## src/rtl/loop_prof_pkg.sv

```systemverilog
// Shared types and helpers for the per-loop activity profiler.
// Build option LOOP_ITER_PROFILER_MAXGAP_EN adds a worst inter-iteration gap field to each record.
package loop_prof_pkg;

    typedef enum logic [1:0] {
        IDLE   = 2'd0,
        RUN    = 2'd1,
        COMMIT = 2'd2
    } state_t;

`ifdef LOOP_ITER_PROFILER_MAXGAP_EN
    localparam int unsigned REC_FIELDS = 4;
`else
    localparam int unsigned REC_FIELDS = 3;
`endif

    // Record layout at the default widths, for consumers that unpack rec_data.
    localparam int unsigned DEF_ID_W  = 4;
    localparam int unsigned DEF_CNT_W = 32;

    typedef struct packed {
        logic [DEF_ID_W-1:0]  id;
        logic [DEF_CNT_W-1:0] cycles;
        logic [DEF_CNT_W-1:0] iters;
        logic [DEF_CNT_W-1:0] stalls;
`ifdef LOOP_ITER_PROFILER_MAXGAP_EN
        logic [DEF_CNT_W-1:0] max_gap;
`endif
    } rec_t;

    function automatic int unsigned rec_w(input int unsigned id_w, input int unsigned cnt_w);
        return id_w + REC_FIELDS * cnt_w;
    endfunction

    // Adds inc to val but never past the largest w-bit value.
    function automatic logic [63:0] sat_inc(input logic [63:0] val, input logic inc,
                                            input int unsigned w);
        logic [63:0] max_v;
        max_v = (w >= 64) ? '1 : ((64'd1 << w) - 64'd1);
        return (inc && (val < max_v)) ? (val + 64'd1) : val;
    endfunction

endpackage

```

## src/rtl/loop_prof_fifo.sv

```systemverilog
// Record FIFO with a registered head: a pushed entry reaches out_valid/out_data one cycle after
// its write. Total capacity is DEPTH including the displayed head entry.
module loop_prof_fifo #(
    parameter int DEPTH = 4,
    parameter int WIDTH = 8
) (
    input  logic             clk,
    input  logic             rst_n,
    input  logic             in_valid,
    output logic             in_ready,
    input  logic [WIDTH-1:0] in_data,
    output logic             out_valid,
    input  logic             out_ready,
    output logic [WIDTH-1:0] out_data
);
    localparam int AW = $clog2(DEPTH);

    logic [AW:0]      wr_ptr_q, wr_ptr_d;
    logic [AW:0]      rd_ptr_q, rd_ptr_d;
    logic             valid_q, valid_d;
    logic [WIDTH-1:0] data_q, data_d;
    logic [WIDTH-1:0] mem_q [DEPTH];
    logic             full;
    logic             pop;
    logic             push;

    // A pop in the same cycle frees the head slot, so a push while full is still accepted.
    always_comb begin
        pop      = valid_q & out_ready;
        full     = (wr_ptr_q[AW] != rd_ptr_q[AW]) && (wr_ptr_q[AW-1:0] == rd_ptr_q[AW-1:0]);
        in_ready = ~full | pop;
        push     = in_valid & in_ready;
        rd_ptr_d = rd_ptr_q + (AW+1)'(pop);
        wr_ptr_d = wr_ptr_q + (AW+1)'(push);
        valid_d  = (wr_ptr_q != rd_ptr_d);
        data_d   = data_q;
        if (valid_d) begin
            data_d = mem_q[rd_ptr_d[AW-1:0]];
        end
    end

    always_ff @(posedge clk or negedge rst_n) begin
        if (!rst_n) begin
            wr_ptr_q <= '0;
            rd_ptr_q <= '0;
            valid_q  <= 1'b0;
            data_q   <= '0;
        end else begin
            wr_ptr_q <= wr_ptr_d;
            rd_ptr_q <= rd_ptr_d;
            valid_q  <= valid_d;
            data_q   <= data_d;
        end
    end

    always_ff @(posedge clk) begin
        if (push) begin
            mem_q[wr_ptr_q[AW-1:0]] <= in_data;
        end
    end

    assign out_valid = valid_q;
    assign out_data  = data_q;

endmodule

```

## src/rtl/loop_iter_profiler.sv

```systemverilog
// Per-loop activity profiler: condenses each loop transaction into one record and queues it.
// Define LOOP_ITER_PROFILER_MAXGAP_EN to add worst inter-iteration gap tracking.
module loop_iter_profiler
    import loop_prof_pkg::*;
#(
    parameter int CNT_W = 32,
    parameter int DEPTH = 4,
    parameter int ID_W  = 4
) (
    input  logic                          ap_clk,
    input  logic                          ap_rst_n,
    input  logic [ID_W-1:0]               loop_id,
    input  logic                          loop_start,
    input  logic                          loop_done,
    input  logic                          iter_start,
    input  logic                          iter_end,
    input  logic                          stall,
    output logic                          rec_valid,
    input  logic                          rec_ready,
    output logic [rec_w(ID_W, CNT_W)-1:0] rec_data,
    output logic [CNT_W-1:0]              drop_cnt,
    output logic                          busy,
    output state_t                        dbg_state
);
    localparam int REC_W = int'(rec_w(ID_W, CNT_W));

    state_t           state_q, state_d;
    logic [CNT_W-1:0] cycles_q, cycles_d;
    logic [CNT_W-1:0] iters_q, iters_d;
    logic [CNT_W-1:0] stalls_q, stalls_d;
    logic [CNT_W-1:0] drop_q, drop_d;
    logic             start_load;
    logic             commit;
    logic             fifo_in_ready;
    logic [REC_W-1:0] rec_in;

    // A start is honoured from IDLE and from COMMIT, so back-to-back transactions lose nothing.
    assign start_load = loop_start && ((state_q == IDLE) || (state_q == COMMIT));
    assign commit     = (state_q == COMMIT);

    always_comb begin
        state_d  = state_q;
        cycles_d = cycles_q;
        iters_d  = iters_q;
        stalls_d = stalls_q;
        drop_d   = drop_q;
        unique case (state_q)
            IDLE: begin
                if (loop_start) begin
                    state_d = RUN;
                end
            end
            RUN: begin
                cycles_d = CNT_W'(sat_inc(64'(cycles_q), 1'b1, CNT_W));
                iters_d  = CNT_W'(sat_inc(64'(iters_q), iter_end, CNT_W));
                stalls_d = CNT_W'(sat_inc(64'(stalls_q), stall, CNT_W));
                if (loop_done) begin
                    state_d = COMMIT;
                end
            end
            COMMIT: begin
                state_d = loop_start ? RUN : IDLE;
            end
            default: begin
                state_d = IDLE;
            end
        endcase
        // The start cycle itself is cycle 1 and contributes its own strobes.
        if (start_load) begin
            cycles_d = CNT_W'(1);
            iters_d  = CNT_W'(iter_end);
            stalls_d = CNT_W'(stall);
        end
        if (commit && !fifo_in_ready) begin
            drop_d = CNT_W'(sat_inc(64'(drop_q), 1'b1, CNT_W));
        end
    end

    always_ff @(posedge ap_clk or negedge ap_rst_n) begin
        if (!ap_rst_n) begin
            state_q  <= IDLE;
            cycles_q <= '0;
            iters_q  <= '0;
            stalls_q <= '0;
            drop_q   <= '0;
        end else begin
            state_q  <= state_d;
            cycles_q <= cycles_d;
            iters_q  <= iters_d;
            stalls_q <= stalls_d;
            drop_q   <= drop_d;
        end
    end

`ifdef LOOP_ITER_PROFILER_MAXGAP_EN
    logic [CNT_W-1:0] gap_q, gap_d;
    logic [CNT_W-1:0] max_gap_q, max_gap_d;
    logic [CNT_W-1:0] gap_inc;

    // gap_inc is the distance in cycles to the previous iter_start (or to the start cycle).
    always_comb begin
        gap_d     = gap_q;
        max_gap_d = max_gap_q;
        gap_inc   = CNT_W'(sat_inc(64'(gap_q), 1'b1, CNT_W));
        if (start_load) begin
            gap_d     = '0;
            max_gap_d = '0;
        end else if (state_q == RUN) begin
            if (iter_start) begin
                gap_d = '0;
                if (gap_inc > max_gap_q) begin
                    max_gap_d = gap_inc;
                end
            end else begin
                gap_d = gap_inc;
            end
        end
    end

    always_ff @(posedge ap_clk or negedge ap_rst_n) begin
        if (!ap_rst_n) begin
            gap_q     <= '0;
            max_gap_q <= '0;
        end else begin
            gap_q     <= gap_d;
            max_gap_q <= max_gap_d;
        end
    end

    assign rec_in = {loop_id, cycles_q, iters_q, stalls_q, max_gap_q};
`else
    logic gap_unused;
    assign gap_unused = iter_start;
    assign rec_in     = {loop_id, cycles_q, iters_q, stalls_q};
`endif

    loop_prof_fifo #(
        .DEPTH (DEPTH),
        .WIDTH (REC_W)
    ) u_fifo (
        .clk       (ap_clk),
        .rst_n     (ap_rst_n),
        .in_valid  (commit),
        .in_ready  (fifo_in_ready),
        .in_data   (rec_in),
        .out_valid (rec_valid),
        .out_ready (rec_ready),
        .out_data  (rec_data)
    );

    assign drop_cnt  = drop_q;
    assign busy      = (state_q != IDLE);
    assign dbg_state = state_q;

endmodule

```

## config.mk

```make
export PLATFORM = sky130hd
export DESIGN_NAME = loop_iter_profiler
export DESIGN_NICKNAME = d
export VERILOG_FILES = /design/src/rtl/loop_prof_pkg.sv /design/src/rtl/loop_prof_fifo.sv /design/src/rtl/loop_iter_profiler.sv
export SDC_FILE = /design/constraint.sdc
export NUM_CORES = 1
export LEC_CHECK = 0
export CAP_MARGIN = 20
export CORE_ASPECT_RATIO = 1.1
export CORE_UTILIZATION = 44
export DETAILED_ROUTE_END_ITERATION = 10
export PLACE_DENSITY_LB_ADDON = 0.1
export REMOVE_ABC_BUFFERS = 1
export SLEW_MARGIN = 20
export SYNTH_ARGS = -nofsm -noshare
export SYNTH_HDL_FRONTEND = slang
export SYNTH_SLANG_ARGS = --single-unit
```

## constraint.sdc

```tcl
create_clock -name ap_clk -period 25.4 [get_ports ap_clk]
set_clock_uncertainty 0.2 [all_clocks]
set_input_delay 3.81 -clock ap_clk [delete_from_list [all_inputs] [get_ports ap_clk]]
set_output_delay 3.81 -clock ap_clk [all_outputs]
set_load 0.02 [all_outputs]
```

# ---- After elaboration in Yosys (flattened, before gate mapping)
# Memories as Yosys holds them, arrays and structs flattened. A register that Yosys moved wholly into a read port is not among the register bits.
# Cells that the tools add are included.
dict set report word_totals {
  ram_bits 400
  word_cells 64
  regBits 137
  out_inout_bits 136
  mem_count 1
}
# memory words width rd rd_ports_with_merged_regs write_ports line_no
set mem_list {}
lappend mem_list {u_fifo.mem_q 4 100 1 1 1 loop_prof_fifo.sv:22} ;# logic [WIDTH-1:0] mem_q [DEPTH];
dict set report classes {
  eq_ne 7
  n_addsub 6
  n_reduce_logical 19
  n_mux 15
  n_bitwise 4
  n_lt_le_gt_ge 4
}
# operator n
set ops {}
lappend ops {{32-bit two-way mux} 9}
lappend ops {{32-bit by 1-bit adder with 32-bit output, second input constant} 4}
lappend ops {{32-bit less-than comparator, second input constant} 4}
lappend ops {{2-bit AND reduction} 5}
lappend ops {{2-bit nonzero test} 5}
lappend ops {{3-bit by 1-bit adder with 3-bit output} 2}
lappend ops {{2-bit case mux with 3 select lines} 1}
lappend ops {{1-bit logical AND} 5}
lappend ops {{2-bit two-way mux} 2}
lappend ops {{2-bit != test, second input constant} 2}
lappend ops {{1-bit two-way mux} 3}
lappend ops {{3-bit != test} 1}
lappend ops {{1-bit AND} 2}
lappend ops {{2-bit by 1-bit equality test with 1-bit output, second input constant} 1}
lappend ops {{2-bit equality test} 1}
lappend ops {{2-bit equality test, second input constant} 1}
lappend ops {{1-bit logical NOT} 2}
lappend ops {{2-bit logical NOT} 1}
lappend ops {{1-bit logical OR} 1}
lappend ops {{1-bit != test} 1}
lappend ops {{1-bit inverter} 1}
lappend ops {{1-bit OR} 1}

# ---- Logic depth before layout (Yosys ltp)
# Gate-level depths: netlist of the first run.
dict set report depth {
  ltp_word 7
  depth_mapped 9
}

# ---- Modules after synthesis
# Synthesis of the first run repeated with hierarchy kept, for this count alone.
dict set report unflattened {
  hier_cells 1512
  hier_area_um2 26262.7
}
# mod seq_area_each_um2 instances cells_per_inst area_per_inst_um2
set modules_own_cells {}
lappend modules_own_cells {loop_prof_fifo 14689.1 1 768 19210.9}
lappend modules_own_cells {loop_iter_profiler 3253.1 1 744 7051.8}

# ---- Worst setup path before layout of the first run
# Ideal clock, no wire load.
dict set report synth_path {
  path_kind {input -> register}
  start {input port rec_ready}
  end {memory u_fifo.mem_q[2][0] (netlist name) (enable)}
  path_buffers 1
  cell_stages 5
  t_required_ps 24498
  path_slack_ps 12923
  arrival_ps 11575
  setup_ps 702
  path_cell_list {and2_1 -> or4_1 -> buf_2 -> nand2_1 -> nor3b_1}
}
dict set report synth_via {
  elab_chain_cells 5
}
# item line_no
set synth_rtl {}
lappend synth_rtl {{start, declared} loop_iter_profiler.sv:19} ;# input logic rec_ready,
lappend synth_rtl {{1-bit AND} loop_prof_fifo.sv:29} ;# pop = valid_q & out_ready;
lappend synth_rtl {{1-bit OR} loop_prof_fifo.sv:31} ;# in_ready = ~full | pop;
lappend synth_rtl {{1-bit AND} loop_prof_fifo.sv:32} ;# push = in_valid & in_ready;
lappend synth_rtl {{1-bit two-way mux} loop_prof_fifo.sv:57} ;# if (push) begin
lappend synth_rtl {{1-bit two-way mux (not written as such)} loop_prof_fifo.sv:58} ;# mem_q[wr_ptr_q[AW-1:0]] <= in_data;
lappend synth_rtl {{end, declared} loop_prof_fifo.sv:22}
# No other way between the ends.

# ---- Final worst setup path of the first run
dict set report layout_path {
  start {input port rec_ready}
  end {register u_fifo.data_q[91], in the netlist u_fifo.out_data[91], read port of u_fifo.mem_q}
}
dict set report layout_via {
  elab_chain_cells 3
}
# item line_no
set layout_rtl {}
lappend layout_rtl {{1-bit AND (*)} loop_prof_fifo.sv:29}
lappend layout_rtl {{3-bit by 1-bit adder with 3-bit output (*)} loop_prof_fifo.sv:33} ;# rd_ptr_d = rd_ptr_q + (AW+1)'(pop);
lappend layout_rtl {{named net u_fifo.rd_ptr_d[1]} loop_prof_fifo.sv:19} ;# logic [AW:0] rd_ptr_q, rd_ptr_d;
lappend layout_rtl {{3-bit != test} loop_prof_fifo.sv:35} ;# valid_d = (wr_ptr_q != rd_ptr_d);
lappend layout_rtl {{end, declared} loop_prof_fifo.sv:21} ;# logic [WIDTH-1:0] data_q, data_d;
# The timed path passes the listed nets; every way through them passes the cells marked *.
# A chain may end at the register's enable or synchronous reset.

==> flow_metrics.env, run 1 <==
export IMPL_status="complete, no violations"
export IMPL_crit_type="primary input to register"
export IMPL_drv_cap=0
export IMPL_holdCritStartpoint="drop_cnt[14]"
export IMPL_numCtsBuffers=68
export IMPL_cts_root_buf="clkbuf_16"
export IMPL_grt_pass1_vias=14400
export IMPL_fin_crit_sh_pct=27.6
export IMPL_die_area_um2=58600
export IMPL_holdPathStages=1
export IMPL_yosysUniqueCellTypes=63
export IMPL_cp_top_family="buffers and inverters"
export IMPL_ctsResizeCount=0
export IMPL_antenna_found_initial=1
export IMPL_async_reset_ff_share_pct=37.2
export IMPL_finalInstanceArea_um2=29900
export IMPL_clk_path_buf_depth=3
export IMPL_crit_path_frequent_cell="ha_4"
export IMPL_drtIter0Drc=908
export IMPL_ant_nets=0
export IMPL_grt_pass1_wl_um=84600
export IMPL_clock_sinks=637
export IMPL_tightest_slew_ns=1.05
export IMPL_overflow=0
export IMPL_ys_flop_type="edfxtp_1"
export IMPL_fin_nets=1706
export IMPL_path_max_fanout=45
export IMPL_rsz0062_at_grt="false"
export IMPL_end_kind="register"
export IMPL_ys_seq_area_share_pct=70.8
export IMPL_timing_critical_path_from="rec_ready"
export IMPL_critPathSlowestCell="ha_4"
export IMPL_grt_max_degree=117
export IMPL_worstPathCellList="clkdlybuf4s50_1 > and2_1 > ha_4 > ha_4 > xnor2_1 > nand3_4 > buf_12 > buf_4 > mux2_2"
export IMPL_period_minus_slack_ns=7.01
export IMPL_drcViolationCount=0
export IMPL_ys_ff_latch=637
export IMPL_r2r_start="u_fifo.out_valid"
export IMPL_p_per_area_nw_per_um2=113
export IMPL_postSynthCellCount=1512
export IMPL_core_area_um2=56500
export IMPL_cp_depth=9
export IMPL_leakage_nw=10.3
export IMPL_pin_count=148
export IMPL_ctsHoldBuffers=0
export IMPL_startpoint_type="primary input"
export IMPL_vdd_ir_drop_max_mv=0.0782
export IMPL_required_ns=25.67
export IMPL_placementRows=91
export IMPL_clk_latency_ns=0.59
export IMPL_via_per_inst=5.65
export IMPL_setup_violations=0
export IMPL_netlist_area_um2=25400
export IMPL_clk_pin_slew_worst_paths_ns=0.06
export IMPL_routabilityCongestion=0.815
export IMPL_drive_above_1_share_pct=20.3
export IMPL_maxSlewHeadroom_pct=29.9
export IMPL_cts_setup_buffers=0
export IMPL_drt_total_wl_um=53200
export IMPL_postSynthAreaPerCell_um2=16.8
export IMPL_slew_viol_final=0
export IMPL_grt_usage_pct=18.8
export IMPL_start_util_pct=44.9
export IMPL_via_count=14000
export IMPL_r2r_cells=8
export IMPL_io_buffers=146
export IMPL_cpPeakStageDelay_ns=0.75
export IMPL_max_freq_ghz=0.143
export IMPL_cts_tree="yes"
export IMPL_worst_path_buf_inv=3
export IMPL_synth_edff_count=400
export IMPL_cp_data_arrival_time_ns=7.28
export IMPL_syn2layout_area_growth_pct=18.0
export IMPL_finalHoldViolations=0
export IMPL_die_x_um=231
export IMPL_hold_class="register to register"
export IMPL_routedWlPerCell_um=21.4
export IMPL_setup_tns_final_ns=0
export IMPL_dpl_cell_area_um2=27700
export IMPL_first_pass_iters=6
export IMPL_ys_warnings_count=0
export IMPL_fp_dieH_um=254
export IMPL_dp_hpwl_um=30600
export IMPL_htreeDepth=3
metal layers:
metal  vias up  track usage (%)  wire length [µm]
met3        71             2.85              1730
met2       235             31.1             26200
met4         0             6.26              1210
met5         -                0                 0
met1      7325             25.5             24000
li1       6381                -                 -
cell type report:
type	instances	area, µm²
timing repair buffer	167	1640
fill	4610	26500
multi-input combinational	801	7190
clock inverter	29	308
clock buffer	91	1880
inverter	11	41.3
antenna	1	2.50
sequential	637	17900
tap	744	931
placed cells by master, fill, tap and decap left out, drive strengths merged, types with 46 or more instances in the layout:
| master | instances |
|---|---|
| mux4 | 100 |
| mux2 | 103 |
| o21ai | 49 |
| clkdlybuf4s50 | 145 |
| dfrtp | 237 |
| nand2 | 68 |
| nand4 | 56 |
| nand3 | 67 |
| clkbuf | 91 |
| a21oi | 46 |
| edfxtp | 400 |
report_power, final:
part / switching [W] / internal, W / total, W / leakage (nW)
combinational: 0.000499 / 0.000554 / 0.00105 / 2.70
sequential: 0.0000895 / 0.00126 / 0.00135 / 6.55
clock: 0.000394 / 0.000581 / 0.000975 / 1.06
total: 0.000982 / 0.00239 / 0.00337 / 10.3
final timing paths:
check	endpoint	slack [ns]
min	drop_cnt[14]	0.30
max	u_fifo.out_data[91]	18.39
min in group asynchronous	u_fifo.out_data[22]	3.15
min reg2reg	drop_cnt[14]	0.30
max reg2reg	u_fifo.out_data[91]	21.62
max in group asynchronous	cycles_q[15]	20.29
state kept, by name, summed over array words and instances, names as in the netlist:
register / cells
u_fifo.out_valid: 1
dbg_state: 2
drop_cnt: 32
u_fifo.wr_ptr_q: 3
iters_q: 32
cycles_q: 32
u_fifo.out_data: 100
u_fifo.mem_q: 400
stalls_q: 32
u_fifo.rd_ptr_q: 3
synthesized netlist by cell type, drive strengths merged (3+ instances only):
cell    number  area [µm²]
buf         24         110
and3        14        87.6
o311ai       4        35.0
edfxtp     400       12000
nand4       56         357
mux4       100        2250
mux2i        5        50.1
o41ai        5        43.8
a21oi       46         230
nand2       68         255
nor2b        4        27.5
inv         11        41.3
o21ai       49         245
and4        12         105
xor2        17         149
o22ai        3        18.8
nand3b       4        30.0
nor3        21         126
o31ai       14         115
dfrtp      237        5930
ha           8         100
xnor2       31         272
o21a         3        22.5
nor4        20         165
mux2       103        1160
a31oi       14        87.6
or2          5        33.8
nor2        33         124
nand2b       7        43.8
and2        10        62.6
clkbuf      39         146
nand3       67         335
o211ai      14         110
or4         14         109
or3         32         205
through the flow:
step | cells | setup WS, ns | util [%] | total power (W) | hold WS, ns
finish | 2481 | 18.39 | 53.0 | 0.00337 | 0.296
global route | 2481 | 18.18 | 53.0 | 0.00354 | 0.311
CTS | 2479 | 18.06 | 53.0 | 0.00344 | 0.293
detailed placement | 2359 | 17.43 | 49.1 | 0.00245 | 0.281
global placement | 2359 | 17.47 | 49.1 | 0.00243 | 0.278
floorplan | 1449 | 12.87 | - | 0.00214 | 0.294
cell families after synthesis:
logic type / after synthesis / synth area share, %
xor+xnor: 48 / 1.66
fa+ha+maj: 8 / 0.395
compound gates: 169 / 4.18
simple gates: 368 / 8.18
buf+inv: 74 / 1.17
flops: 637 / 70.8
mux: 208 / 13.7
No activity file was read; power rests on OpenSTA's default activity.
==> inputs of run 2 (changes only) <==
Clock period 25.4 ns to 6.7 ns, I/O delays scaled along.
==> flow_metrics.env, run 2 (synthesis results as in run 1) <==
export IMPL_multi_input_area_um2=7190
export IMPL_core_area_um2=56500
export IMPL_drv_cap=0
export IMPL_final_cell_mix="edfxtp_1, dfrtp_1, clkdlybuf4s50_1"
export IMPL_cts_setup_buffers=0
export IMPL_placementRows=91
export IMPL_clk_path_buf_depth=3
export IMPL_fin_crit_sh_pct=58.9
export IMPL_slew_viol_final=0
export IMPL_crit_type="primary input to register"
export IMPL_io_buffers=146
export IMPL_cts_tree="yes"
export IMPL_pin_count=148
export IMPL_grt_usage_pct=18.7
export IMPL_p_per_area_nw_per_um2=426
export IMPL_clk_latency_ns=0.59
export IMPL_via_count=14100
export IMPL_grt_pass1_vias=14500
export IMPL_htreeDepth=3
export IMPL_period_minus_slack_ns=3.95
export IMPL_routedWlPerCell_um=21.4
export IMPL_ctsResizeCount=0
export IMPL_met1_length_um=23800
export IMPL_seq_area_um2=17900
export IMPL_start_util_pct=44.9
export IMPL_rsz0062_at_grt="false"
export IMPL_antenna_found_initial=2
export IMPL_ctsHoldBuffers=0
export IMPL_end_kind="register"
export IMPL_tightest_slew_ns=1.05
export IMPL_ant_nets=0
export IMPL_dpl_cell_area_um2=27800
export IMPL_fill_cells=4702
export IMPL_fin_nets=1704
export IMPL_clk_pin_slew_worst_paths_ns=0.06
export IMPL_numCtsBuffers=69
export IMPL_maxSlewHeadroom_pct=29.6
export IMPL_fp_dieH_um=254
export IMPL_finalInstanceArea_um2=30000
export IMPL_wl_met2_um=26100
export IMPL_hold_class="register to register"
export IMPL_highest_layer="met4"
export IMPL_grt_pass1_wl_um=84300
export IMPL_max_freq_ghz=0.253
export IMPL_drtIter0Drc=842
export IMPL_startpoint_type="primary input"
export IMPL_final_common_cell="edfxtp_1"
export IMPL_required_ns=6.96
export IMPL_routabilityCongestion=0.823
export IMPL_finalHoldViolations=0
export IMPL_dp_hpwl_um=30600
export IMPL_drt_total_wl_um=53100
export IMPL_die_x_um=231
export IMPL_leakage_nw=10.3
export IMPL_cp_data_arrival_time_ns=4.21
export IMPL_wl_met3_um=1840
export IMPL_clock_sinks=637
export IMPL_syn2layout_area_growth_pct=18.2
export IMPL_status="complete, no violations"
export IMPL_die_area_um2=58600
export IMPL_cts_root_buf="clkbuf_16"
export IMPL_vdd_ir_drop_max_mv=0.347
export IMPL_drcViolationCount=0
export IMPL_via_per_inst=5.67
export IMPL_drive_above_1_share_pct=20.0
export IMPL_largest_register_ffs=400
export IMPL_fin_util_pct=53.1
export IMPL_grt_max_degree=128
export IMPL_path_max_fanout=57
export IMPL_first_pass_iters=5
export IMPL_setup_violations=0
export IMPL_overflow=0
[run 2: layout make-up]
type	count	area share [%]
Multi-Input combinational cell	801	24.0
Antenna cell	2	0.0167
Clock inverter	26	0.726
Clock buffer	96	6.65
Sequential cell	637	59.8
Timing Repair Buffer	164	5.55
Inverter	11	0.138
Tap cell	744	3.10
[run 2: metrics by stage]
stage | instances | hold WS (ns) | worst slack [ns] | total power, W | TNS [ns]
after floorplan | 1449 | 0.294 | -3.03 | 0.00811 | -769.18
after global placement | 2357 | 0.282 | 2.10 | 0.00921 | 0
after detailed placement | 2357 | 0.283 | 2.09 | 0.00928 | 0
after CTS | 2479 | 0.293 | 2.72 | 0.0130 | 0
after global routing | 2481 | 0.312 | 2.65 | 0.0134 | 0
final | 2481 | 0.287 | 2.75 | 0.0128 | 0
[run 2: final timing paths]
check	from	endpoint	slack, ns	depth (start not counted)
max	rec_ready	u_fifo.out_data[0]	2.75	7
min in group asynchronous	ap_rst_n	u_fifo.out_data[22]	0.32	1
min reg2reg	drop_cnt[5]	drop_cnt[5]	0.29	1
max in group asynchronous	ap_rst_n	u_fifo.out_data[69]	4.67	2
max reg2reg	u_fifo.out_valid	u_fifo.out_data[0]	3.17	6
min	drop_cnt[5]	drop_cnt[5]	0.29	1
[run 2: report_power, final]
group / internal [W] / leakage [nW] / switching, W
combinational: 0.00210 / 2.70 / 0.00190
clock: 0.00222 / 1.09 / 0.00148
sequential: 0.00476 / 6.55 / 0.000330
[run 2: layer usage]
layer	vias to the layer above	GRT usage (%)
met4	0	7.19
met3	79	2.76
met2	284	30.6
met1	7343	25.4
met5	-	0
li1	6364	-
[run 2: critical path, stage by stage]
cell             delay, ns
clkdlybuf4s50_1       0.39
and2_1                0.19
ha_4                  0.18
ha_4                  0.79
buf_4                 0.86
mux4_2                0.47
mux2_2                0.28
==> inputs of run 3 (changes only) <==
Clock period 6.7 ns to 3.92 ns, I/O delays scaled along.
==> flow_metrics.env, run 3 (synthesis results as in run 1) <==
export IMPL_antenna_found_initial=2
export IMPL_die_x_um=231
export IMPL_io_buffers=146
export IMPL_final_cells=2498
export IMPL_overflow=0
export IMPL_tightest_slew_ns=0.819
export IMPL_startpoint_type="register"
export IMPL_period_minus_slack_ns=2.98
export IMPL_drive_above_1_share_pct=20.8
export IMPL_r2r_start="stalls_q[0]"
export IMPL_largest_register_ffs=400
export IMPL_pin_count=148
export IMPL_clk_path_buf_depth=3
export IMPL_p_per_area_nw_per_um2=728
export IMPL_numCtsBuffers=69
export IMPL_first_pass_iters=5
export IMPL_finalHoldViolations=0
export IMPL_dpl_cell_area_um2=28000
export IMPL_grt_pass1_vias=14500
export IMPL_crit_type="register to register"
export IMPL_drv_cap=0
export IMPL_via_per_inst=5.65
export IMPL_clock_sinks=637
export IMPL_max_freq_ghz=0.336
export IMPL_cts_tree="yes"
export IMPL_slew_viol_final=0
export IMPL_cp_data_arrival_time_ns=3.28
export IMPL_leakage_nw=10.5
export IMPL_timing_critical_path_from="stalls_q[0]"
export IMPL_grt_max_degree=85
export IMPL_fin_crit_sh_pct=76.0
export IMPL_routabilityCongestion=0.834
export IMPL_placementRows=91
export IMPL_path_max_fanout=15
export IMPL_rrSetupSlack_ns=0.94
export IMPL_setup_violations=0
export IMPL_fin_nets=1721
export IMPL_grt_pass1_wl_um=84300
export IMPL_end_kind="register"
export IMPL_fill_cells=4638
export IMPL_htreeDepth=3
export IMPL_ant_nets=0
export IMPL_r2r_cells=6
export IMPL_grt_usage_pct=18.7
export IMPL_fp_dieH_um=254
export IMPL_rsz0062_at_grt="false"
export IMPL_fin_hold_ws_ns=0.303
export IMPL_hold_class="register to register"
export IMPL_fin_util_pct=53.5
export IMPL_crit_end="stalls_q[30]"
export IMPL_dp_cells=2373
export IMPL_ctsResizeCount=0
export IMPL_dp_hpwl_um=32000
export IMPL_drcViolationCount=0
export IMPL_drtIter0Drc=999
export IMPL_status="complete, no violations"
export IMPL_routedWlPerCell_um=21.2
export IMPL_clk_latency_ns=0.59
export IMPL_final_cell_mix="edfxtp_1, dfrtp_1, clkdlybuf4s50_1"
export IMPL_finalInstanceArea_um2=30200
export IMPL_core_area_um2=56500
export IMPL_syn2layout_area_growth_pct=19.2
export IMPL_vdd_ir_drop_max_mv=0.475
export IMPL_final_common_cell="edfxtp_1"
export IMPL_maxSlewHeadroom_pct=45.1
export IMPL_required_ns=4.22
export IMPL_clk_pin_slew_worst_paths_ns=0.06
export IMPL_die_area_um2=58600
export IMPL_cts_root_buf="clkbuf_16"
export IMPL_start_util_pct=44.9
export IMPL_drt_total_wl_um=52900
export IMPL_via_count=14100
export IMPL_r2r_end="stalls_q[30]"
==> run 3: repair_timing <==
action / 4_1_cts / 5_1_grt
hold buffers: 1 / 0
hold endpoints to repair: 80 / 0
buffers inserted: 0 / 0
==> run 3: cell type report <==
class | instances | area, µm² | area share (%)
timing repair buffer | 181 | 1940 | 6.43
clock inverter | 35 | 300 | 0.993
sequential | 637 | 17900 | 59.3
tap | 744 | 931 | 3.08
clock buffer | 87 | 1890 | 6.24
antenna | 2 | 5.00 | 0.0166
inverter | 11 | 41.3 | 0.137
multi-input combinational | 801 | 7190 | 23.8
==> run 3: worst max-delay path, cell delays in order (launching register included) <==
cell and delay (ns):
dfrtp_1 0.50, ha_1 0.28, nand2_1 0.08, nor3_1 0.41, nand4_1 0.64, or4_1 0.63, a21oi_1 0.15
==> run 3: power breakdown <==
group	total, W	switching, W	internal, W	leakage, nW
combinational	0.00705	0.00327	0.00378	2.84
sequential	0.00870	0.000567	0.00813	6.55
clock	0.00626	0.00253	0.00373	1.07
total	0.0220	0.00637	0.0156	10.5
==> run 3: metrics by stage <==
stage	setup TNS [ns]	worst slack [ns]	power (W)
2_1_floorplan	-1740.88	-5.39	0.0133
3_3_place_gp	0	0.454	0.0160
3_5_place_dp	0	0.466	0.0161
4_1_cts	0	0.945	0.0224
5_1_grt	0	0.708	0.0231
6_report	0	0.940	0.0220
==> run 3: worst min path at each step <==
stage,start,to,slack [ns],depth (start not counted)
2_1_floorplan,ap_rst_n,cycles_q[0],0.09,0
3_3_place_gp,drop_cnt[5],drop_cnt[5],0.28,1
3_5_place_dp,drop_cnt[5],drop_cnt[5],0.29,1
4_1_cts,drop_cnt[5],drop_cnt[5],0.30,1
5_1_grt,u_fifo.out_data[22],u_fifo.out_data[22],0.32,1
6_report,drop_cnt[4],drop_cnt[4],0.30,1
==> run 3: layer usage <==
metal / share of wire, % / wire, µm / global-route usage (%)
met1: 44 / 23400 / 25.6
met2: 50 / 26300 / 30.4
met3: 3.8 / 2000 / 2.77
met4: 2.5 / 1310 / 6.89
met5: 0 / 0 / 0
